<file path="src/rtl/ddr_port_arbiter.sv">
// Shares one Avalon-style DDR port among NumRequesters masters: round-robin grant with a
// bounded burst, plus a read-ID FIFO that steers in-order read data back to its issuer.
// Build option: define DDR_ARB_FIXED_PRIO_EN for lowest-index-first priority.
module ddr_port_arbiter #(
  parameter int NumRequesters  = 2,
  parameter int MaxOutstanding = 8,
  parameter int MaxGrantBeats  = 4,
  parameter int AddrWidth      = 32,
  parameter int DataWidth      = 32
) (
  input  logic                                    clk_i,
  input  logic                                    rst_ni,
  input  logic [NumRequesters-1:0][AddrWidth-1:0] req_address_i,
  input  logic [NumRequesters-1:0]                req_w_en_i,
  input  logic [NumRequesters-1:0][DataWidth-1:0] req_w_data_i,
  input  logic [NumRequesters-1:0]                req_r_en_i,
  output logic [NumRequesters-1:0]                req_waitrequest_n_o,
  output logic [NumRequesters-1:0][DataWidth-1:0] req_r_data_o,
  output logic [NumRequesters-1:0]                req_r_valid_o,
  output logic [AddrWidth-1:0]                    ddr_address_o,
  output logic                                    ddr_w_en_o,
  output logic [DataWidth-1:0]                    ddr_w_data_o,
  output logic                                    ddr_r_en_o,
  input  logic                                    ddr_waitrequest_n_i,
  input  logic [DataWidth-1:0]                    ddr_r_data_i,
  input  logic                                    ddr_r_valid_i,
  output logic                                    idle_o,
  output logic                                    err_o
);

  localparam int OwnerW = (NumRequesters > 1) ? $clog2(NumRequesters) : 1;
  localparam int PtrW   = (MaxOutstanding > 1) ? $clog2(MaxOutstanding) : 1;
  localparam int CntW   = PtrW + 1;
  localparam int BeatW  = $clog2(MaxGrantBeats + 1);

  typedef enum logic [0:0] {
    ST_ARB   = 1'b0,
    ST_GRANT = 1'b1
  } state_e;

  state_e            r_state;
  logic [OwnerW-1:0] r_owner;
  logic [OwnerW-1:0] r_rr_ptr;
  logic [BeatW-1:0]  r_beat_cnt;
  logic [OwnerW-1:0] r_fifo_mem [MaxOutstanding];
  logic [PtrW-1:0]   r_wr_ptr;
  logic [PtrW-1:0]   r_rd_ptr;
  logic [CntW-1:0]   r_count;
  logic              r_err;

  logic [NumRequesters-1:0] w_pending;
  logic                     w_any_pending;
  logic [OwnerW-1:0]        w_winner;
  logic [OwnerW-1:0]        w_next_ptr;
  logic                     w_fifo_full;
  logic                     w_fifo_empty;
  logic                     w_own_w;
  logic                     w_own_r;
  logic                     w_own_cmd;
  logic                     w_own_read;
  logic                     w_accept;
  logic                     w_push;
  logic                     w_pop;
  logic                     w_other_pending;
  logic                     w_conflict;
  logic                     w_resp_orphan;
  logic                     w_yield;
  logic [BeatW-1:0]         w_beat_next;

  // First pending index at or after start, wrapping around the requester list.
  function automatic logic [OwnerW-1:0] pick_winner(input logic [NumRequesters-1:0] pend,
                                                    input logic [OwnerW-1:0] start);
    logic [OwnerW-1:0] win;
    int                idx;
    win = '0;
    for (int i = NumRequesters - 1; i >= 0; i--) begin
      idx = (int'(start) + i) % NumRequesters;
      if (pend[idx]) begin
        win = OwnerW'(idx);
      end
    end
    return win;
  endfunction

  function automatic logic [PtrW-1:0] ptr_inc(input logic [PtrW-1:0] ptr);
    if (ptr == PtrW'(MaxOutstanding - 1)) begin
      return '0;
    end else begin
      return ptr + PtrW'(1);
    end
  endfunction

  assign w_pending     = req_r_en_i | req_w_en_i;
  assign w_any_pending = |w_pending;
  assign w_fifo_full   = (r_count == CntW'(MaxOutstanding));
  assign w_fifo_empty  = (r_count == '0);
  assign w_next_ptr    = (r_owner == OwnerW'(NumRequesters - 1)) ? '0 : r_owner + OwnerW'(1);

`ifdef DDR_ARB_FIXED_PRIO_EN
  assign w_winner = pick_winner(w_pending, '0);
`else
  assign w_winner = pick_winner(w_pending, r_rr_ptr);
`endif

  // Competing demand that justifies ending the owner's burst.
  always_comb begin
    w_other_pending = 1'b0;
    for (int i = 0; i < NumRequesters; i++) begin
`ifdef DDR_ARB_FIXED_PRIO_EN
      if (w_pending[i] && (i < int'(r_owner))) begin
`else
      if (w_pending[i] && (OwnerW'(i) != r_owner)) begin
`endif
        w_other_pending = 1'b1;
      end else begin
        w_other_pending = w_other_pending;
      end
    end
  end

  // Owner command forwarding and accept handshake; a read with the write also set is dropped.
  always_comb begin
    w_own_w             = req_w_en_i[r_owner];
    w_own_r             = req_r_en_i[r_owner];
    w_own_cmd           = w_own_w | w_own_r;
    w_own_read          = w_own_r & ~w_own_w;
    w_accept            = 1'b0;
    ddr_address_o       = '0;
    ddr_w_data_o        = '0;
    ddr_w_en_o          = 1'b0;
    ddr_r_en_o          = 1'b0;
    req_waitrequest_n_o = '0;
    if (r_state == ST_GRANT) begin
      w_accept                     = w_own_cmd && ddr_waitrequest_n_i && !(w_own_read && w_fifo_full);
      ddr_address_o                = req_address_i[r_owner];
      ddr_w_data_o                 = req_w_data_i[r_owner];
      ddr_w_en_o                   = w_own_w;
      ddr_r_en_o                   = w_own_read & ~w_fifo_full;
      req_waitrequest_n_o[r_owner] = w_accept;
    end else begin
      w_accept = 1'b0;
    end
  end

  assign w_push        = w_accept & w_own_read;
  assign w_pop         = ddr_r_valid_i & ~w_fifo_empty;
  assign w_resp_orphan = ddr_r_valid_i & w_fifo_empty;
  assign w_conflict    = (r_state == ST_GRANT) & w_own_w & w_own_r;
  assign w_beat_next   = (r_beat_cnt >= BeatW'(MaxGrantBeats)) ? r_beat_cnt : r_beat_cnt + BeatW'(1);
  assign w_yield       = w_accept && (w_beat_next == BeatW'(MaxGrantBeats)) && w_other_pending;

  // Read return: data is broadcast, valid is steered to the ID at the FIFO head.
  always_comb begin
    req_r_valid_o = '0;
    for (int i = 0; i < NumRequesters; i++) begin
      req_r_data_o[i] = ddr_r_data_i;
    end
    if (w_pop) begin
      req_r_valid_o[r_fifo_mem[r_rd_ptr]] = 1'b1;
    end else begin
      req_r_valid_o = '0;
    end
  end

  // Arbitration FSM: owner, round-robin pointer and burst counter.
  always_ff @(posedge clk_i) begin
    if (!rst_ni) begin
      r_state    <= ST_ARB;
      r_owner    <= '0;
      r_rr_ptr   <= '0;
      r_beat_cnt <= '0;
    end else begin
      case (r_state)
        ST_ARB: begin
          if (w_any_pending) begin
            r_owner    <= w_winner;
            r_beat_cnt <= '0;
            r_state    <= ST_GRANT;
          end
        end
        ST_GRANT: begin
          if (!w_own_cmd || w_yield) begin
            r_state  <= ST_ARB;
            r_rr_ptr <= w_next_ptr;
          end else if (w_accept) begin
            r_beat_cnt <= w_beat_next;
          end
        end
        default: r_state <= ST_ARB;
      endcase
    end
  end

  // Read-ID FIFO pointers and occupancy; push and pop may coincide.
  always_ff @(posedge clk_i) begin
    if (!rst_ni) begin
      r_wr_ptr <= '0;
      r_rd_ptr <= '0;
      r_count  <= '0;
    end else begin
      if (w_push) begin
        r_wr_ptr <= ptr_inc(r_wr_ptr);
      end
      if (w_pop) begin
        r_rd_ptr <= ptr_inc(r_rd_ptr);
      end
      case ({w_push, w_pop})
        2'b10:   r_count <= r_count + CntW'(1);
        2'b01:   r_count <= r_count - CntW'(1);
        default: r_count <= r_count;
      endcase
    end
  end

  // Read-ID FIFO storage.
  always_ff @(posedge clk_i) begin
    if (w_push) begin
      r_fifo_mem[r_wr_ptr] <= r_owner;
    end
  end

  // Sticky protocol error: orphan read data or simultaneous read+write from the owner.
  always_ff @(posedge clk_i) begin
    if (!rst_ni) begin
      r_err <= 1'b0;
    end else if (w_conflict || w_resp_orphan) begin
      r_err <= 1'b1;
    end
  end

  assign idle_o = (r_state == ST_ARB) && !w_any_pending && w_fifo_empty;
  assign err_o  = r_err;

endmodule

</file>
<file path="config.mk">
export PLATFORM = sky130hd
export DESIGN_NAME = ddr_port_arbiter
export DESIGN_NICKNAME = d
export VERILOG_FILES = /design/src/rtl/ddr_port_arbiter.sv
export SDC_FILE = /design/constraint.sdc
export NUM_CORES = 1
export LEC_CHECK = 0
export BUFFER_PORTS_ARGS = -buffer_cell sky130_fd_sc_hd__buf_2
export CORE_AREA = 2 2 118 120
export CTS_CLUSTER_SIZE = 8
export DETAILED_ROUTE_END_ITERATION = 8
export DIE_AREA = 0 0 120 122
export GPL_TIMING_DRIVEN = 1
export PLACE_DENSITY = 0.53
export SYNTH_ARGS = -nofsm -noshare
export SYNTH_HDL_FRONTEND = slang
export SYNTH_SLANG_ARGS = --single-unit
export TNS_END_PERCENT = 30
</file>
<file path="constraint.sdc">
create_clock -name clk_i -period 3.75 [get_ports clk_i]
set_clock_uncertainty 0.15 [all_clocks]
set_input_delay 0.1875 -clock clk_i [delete_from_list [all_inputs] [get_ports clk_i]]
set_output_delay 0.1875 -clock clk_i [all_outputs]
set_load 0.005 [all_outputs]
</file>
# After elaboration in Yosys (flattened, before gate mapping)
# Memory sizes are Yosys's and may differ from the RTL's. A register that Yosys moved wholly into a read port is not among the register bits.
# Cells that the tools add are included.
# Widths: inputs -> output; s select.
[totals] regBits=17 latch_bits=0 ramBits=8 romBits=0 input_bits=168 word_cells=114 memories=1
[memory_table] memory="r_fifo_mem" words=8 width=1 rd=1 rd_clocked_by_memory_dff=1 wr=1 line_no="45" rtl="logic [OwnerW-1:0] r_fifo_mem [MaxOutstanding];"
[op_classes] addsub=7 multipliers=0 n_div=0 magnitude_cmp=7 eq_ne=9 shift=0 muxes=44 n_bitwise=16 n_reduce_logical=22
[op_table] cell="$mux 32" n=6
[op_table] cell="$mux 3" n=8
[op_table] cell="$mux 1" n=23
[op_table] cell="$logic_and 1x1->1" n=11
[op_table] cell="$add 3x1->3 const B" n=3
[op_table] cell="$eq 3x3->1 const B" n=3
[op_table] cell="$pmux 4 s2" n=1
[op_table] cell="$and 1x1->1" n=7
[op_table] cell="$lt 1x2->1 const B" n=3
[op_table] cell="$pmux 3 s2" n=1
[op_table] cell="$not 1->1" n=5
[op_table] cell="$add 4x1->4 const B" n=1
[op_table] cell="$eq 4x4->1 const B" n=1
[op_table] cell="$logic_not 4->1" n=1
[op_table] cell="$mux 2" n=2
[op_table] cell="$ne 2x2->1 const B" n=2
[op_table] cell="$reduce_and 2->1" n=2
[op_table] cell="$sub 4x1->4 const B" n=1
[op_table] cell="$ge 3x3->1 const B" n=1
[op_table] cell="$logic_not 1->1" n=3
[op_table] cell="$lt 2x3->1 const B" n=1
[op_table] cell="$reduce_and 3->1" n=1
[op_table] cell="$add 1x1->1 const B" n=2
[op_table] cell="$and 2x2->2" n=1
[op_table] cell="other kinds (12)" n=15

# Depth between registers and ports, before layout
[depth] word_depth=13 ltp_mapped=11 ltp_nobuf=10

# Worst setup path after synthesis
# OpenSTA, ideal clock, no wires.
[synth_path] kind="register -> register" from="register r_count[1]" to="register r_count[2]" setup_ps=71 t_arrival_ps=2431 t_required_ps=3529 slack_ps=1099 stages_incl_launch_ff=12 path_buffers=1 period_less_slack_ps=2651 path_cell_list="dfxtp_1 > buf_2 > or4_1 > nand2_1 > inv_1 > ha_1 > xor2_1 > ha_1 > a21oi_1 > xor2_1 > or3_1 > a21oi_1"
[synth_via] word_cells_on_any_way=15 classes_between="add/sub: 2; eq/ne: 3; mux: 2; bitwise: 3; reduce/logical: 5"
[synth_rtl] element="start: declaration" line_no="48" rtl="logic [CntW-1:0] r_count;"
[synth_rtl] element="start signal: assignment" line_no="208" rtl="2'b10: r_count <= r_count + CntW'(1);"
[synth_rtl] element="start signal: assignment" line_no="209" rtl="2'b01: r_count <= r_count - CntW'(1);"
[synth_rtl] element="start signal: assignment" line_no="210" rtl="default: r_count <= r_count;"
[synth_rtl] element="$logic_not 4->1 *" line_no="96" rtl="assign w_fifo_empty = (r_count == '0);"
[synth_rtl] element="$not 1->1 *" line_no="146" rtl="assign w_pop = ddr_r_valid_i & ~w_fifo_empty;"
[synth_rtl] element="$and 1x1->1 *" line_no="146"
[synth_rtl] element="named net w_pop" line_no="63" rtl="logic w_pop;"
[synth_rtl] element="$eq 2x1->1 or $eq 2x2->1 (tied branches)" line_no="207" rtl="case ({w_push, w_pop})"
[synth_rtl] element="$pmux 4 s2 or $reduce_bool 2->1 (tied branches)"
# Mark *: on every way through the listed nets, which the timed path passes. The rest lies on a longest branch.
# A chain may end at the register's enable or synchronous reset.

# Worst setup path in the final report
[layout_path] from="register r_owner" to="register r_count[2]"
[layout_via] elab_chain_len=11 word_cells_on_any_way=17 classes_between="eq/ne: 2; mux: 6; bitwise: 4; reduce/logical: 5"
[layout_lines] element="start: declaration" line_no="42" rtl="logic [OwnerW-1:0] r_owner;"
[layout_lines] element="start signal: assignment" line_no="176" rtl="r_owner <= w_winner;"
[layout_lines] element="$mux 1 (implied by the code) (2 in series)" line_no="123" rtl="w_own_w = req_w_en_i[r_owner];"
[layout_lines] element="$not 1->1" line_no="126" rtl="w_own_read = w_own_r & ~w_own_w;"
[layout_lines] element="$and 1x1->1" line_no="126"
[layout_lines] element="$logic_and 1x1->1" line_no="134" rtl="w_accept = w_own_cmd && ddr_waitrequest_n_i && !(w_own_read && w_fifo_full);"
[layout_lines] element="$logic_not 1->1" line_no="134"
[layout_lines] element="$logic_and 1x1->1" line_no="134"
[layout_lines] element="$mux 1" line_no="133" rtl="if (r_state == ST_GRANT) begin"
[layout_lines] element="$and 1x1->1 *" line_no="145" rtl="assign w_push = w_accept & w_own_read;"
[layout_lines] element="$eq 2x1->1 or $eq 2x2->1 (tied branches)" line_no="207"
[layout_lines] element="$pmux 4 s2 or $reduce_bool 2->1 (tied branches)"
# Mark *: on every way between the ends. The rest lies on a longest branch, timed or not. The select of a mux whose other input is x is not followed.

==> impl_metrics.json <==
{
  "crit_buf_inv": 0,
  "core_area_sq_mm": 0.0135,
  "period_minus_slack_ns": 3.09,
  "path_cells": "or3b_4, a211o_1, ha_1, xor2_1, ha_1, a21oi_1, xor2_1, or3_1, a21oi_1",
  "slew_violations": 0,
  "top_layer": "met4",
  "syn_area_sq_mm": 0.00293,
  "grt_antenna_before_repair": 0,
  "finalNonFillerCells": 664,
  "drive_gt1_frac": 0.471,
  "ios": 304,
  "die_w_microns": 120,
  "rows": 43,
  "yosysMostFrequentCell": "nor2_1",
  "dieArea_sq_mm": 0.0146,
  "leakagePower_nw": 1.78,
  "syn_nets": 532,
  "drcViolationCount": 0,
  "wl_met1_mm": 4.98,
  "hold_buffers": 0,
  "ys_types": 47,
  "numClockSinks": 28,
  "crit_family": "simple AND/OR/NAND/NOR gates",
  "worst_pin_slew_ns": 0.829,
  "post-cts-setup-buffers": 0,
  "hpwl_mm": 9.63,
  "start_util": 0.217,
  "synth_top_area_frac": 0.246,
  "drtPass1Iterations": 4,
  "reg2reg_slack_ns": 0.66,
  "gp_congestion": 0.758,
  "dp.cells": 660,
  "end_kind": "register",
  "required_ns": 3.79,
  "outcome": "complete, no violations",
  "grt_pass1_wl_mm": 16.4,
  "viasPerCell": 4.43,
  "drt-initial-drc-count": 109,
  "endpoint": "r_count[2]$_SDFFE_PN0P_",
  "peakVddDrop_v": 0.000159,
  "path_clk_slew_ns": 0.07,
  "finalSetupViolations": 0,
  "synth-simple-area-share": 0.209,
  "synth_seq_area_share": 0.218,
  "layout.nets": 662,
  "track_usage": 0.145,
  "path_class": "reg -> reg",
  "cpPeakStageDelay_ns": 0.51,
  "crit_arrival_ns": 3.13,
  "vias": 2941,
  "synth_top_family_by_area": "multiplexers",
  "met2_length_mm": 5.24,
  "start_kind": "register",
  "period_share": 0.823,
  "synth-xor-area-share": 0.00896,
  "fin_hold_ws_ns": 0.0702,
  "grt_pass1_vias": 2801,
  "max_slew_margin": 0.446,
  "synthMuxAreaShare": 0.265,
  "synthFlopType": "dfxtp_1",
  "grt_max_degree": 47,
  "synth-adder-area-share": 0.0384,
  "post_cts_resized": 0,
  "area_growth_pct": 27.6,
  "drv_cap": 0,
  "synth_common_cells": "nor2_1, mux2i_1, buf_4",
  "ys_top_cells_by_area": "mux2i_1, buf_4, dfxtp_1, nor2_1, edfxtp_1",
  "r2r-end": "r_count[2]$_SDFFE_PN0P_",
  "ys_seq_elements": 28,
  "fillers": 1476,
  "startpoint": "r_owner$_SDFFE_PN0P_",
  "routed_wl_mm": 11.4,
  "post_drt_wl_per_cell_microns": 17.2,
  "synth_compound_area_frac": 0.0555,
  "insertion_delay_ns": 0.26,
  "ant_nets": 0,
  "grt_overflow": 0,
  "hold_path_class": "in -> reg",
  "cts_tree": "done",
  "clockBufferDepth": 2,
  "slowest_stage": "dfxtp_4",
  "clock-root-buffer": "clkbuf_16",
  "synth-edff-count": 8,
  "hold_depth": 3,
  "syn_area_per_cell_sq_um": 8.26,
  "cts_buffers": 3,
  "final.setup.tns_ns": 0,
  "p_total_mw": 0.995,
  "cp_num_cells": 9,
  "diodes": 0,
  "die_height_microns": 122,
  "hold_viol": 0,
  "wl_met3_mm": 1.12,
  "rsz0062_at_grt": "false",
  "max_freq_mhz": 324,
  "crit_fanout": 40,
  "yosysTopAreaCell": "mux2i_1",
  "synth_cells": 355,
  "worst-r2r-cell-count": 9,
  "reg2reg_from": "r_owner$_SDFFE_PN0P_",
  "p_per_area_mw_per_mm2": 266,
  "io_buffers": 207,
  "htreeDepth": 1,
  "ys_warn_count": 0,
  "async_flop_share": 0
}
## worst min-delay path by stage
stage / startpoint / endpoint / slack, ns
after floorplan: ddr_r_valid_i / register / 0.21
after global placement: ddr_r_data_i[5] / req_r_data_o[37] / 0.23
after detailed placement: ddr_r_data_i[5] / req_r_data_o[37] / 0.23
after CTS: rst_ni / r_state$_SDFF_PN0_ / 0.07
after global routing: rst_ni / r_state$_SDFF_PN0_ / 0.08
final: rst_ni / r_state$_SDFF_PN0_ / 0.07
## cell usage in the layout (no fill, tap or decap), drive strengths merged, types with 2 or more instances in the layout
cell type  netlist  layout
nand2           13      13
nor4             2       2
nor3b            4       4
nor3             6       6
a211oi           3       3
or4              2       2
buf             76     209
inv              7       7
ha               9       9
nor2b            2       2
nand3            3       3
or3b             2       2
mux4             2       2
dfxtp           20      20
o21ai            4       4
or3              3       3
nor4b            4       4
a21oi            9       9
clkbuf           8       3
mux2i           72      72
xor2             3       3
nand3b           2       2
nor2            75      75
edfxtp           8       8
## power breakdown
group | internal (mW) | switching, mW
clock | 0.213 | 0.103
combinational | 0.166 | 0.168
sequential | 0.323 | 0.0234
## routing by layer
metal  GRT usage  up-vias
li1            -     1416
met1       0.188     1364
met2       0.233      157
met3      0.0552        4
met4      0.0235        0
met5           0        -
## cell families after synthesis
group,Yosys count
simple gates,125
buf+inv,91
mux,75
flops,28
compound gates,24
fa+ha+maj,9
xor+xnor,3
## cell type report
| cell class | count | area [sq um] | area share |
|---|---|---|---|
| clock inverters | 1 | 30.0 | 0.00802 |
| inverters | 7 | 26.3 | 0.00702 |
| flip-flops and latches | 28 | 644 | 0.172 |
| well taps | 180 | 225 | 0.0602 |
| repair buffers | 209 | 1050 | 0.281 |
| multi-input cells | 236 | 1690 | 0.452 |
| clock buffers | 3 | 75.1 | 0.0201 |
## worst register-to-register path, cell delays in order (launching register included)
cell and delay [ns]:
dfxtp_4 0.51, or3b_4 0.49, a211o_1 0.46, ha_1 0.34, xor2_1 0.17, ha_1 0.20, a21oi_1 0.15, xor2_1 0.09
or3_1 0.31, a21oi_1 0.15
## stage by stage
stage | worst slack, ns | instance area, sq um | utilization
after floorplan | 1.10 | 2930 | -
after global placement | 0.770 | 3640 | 0.269
after detailed placement | 0.672 | 3640 | 0.269
after CTS | 0.645 | 3740 | 0.277
after global routing | 0.526 | 3740 | 0.277
final | 0.662 | 3740 | 0.277
(Power assumes the default switching activity.)
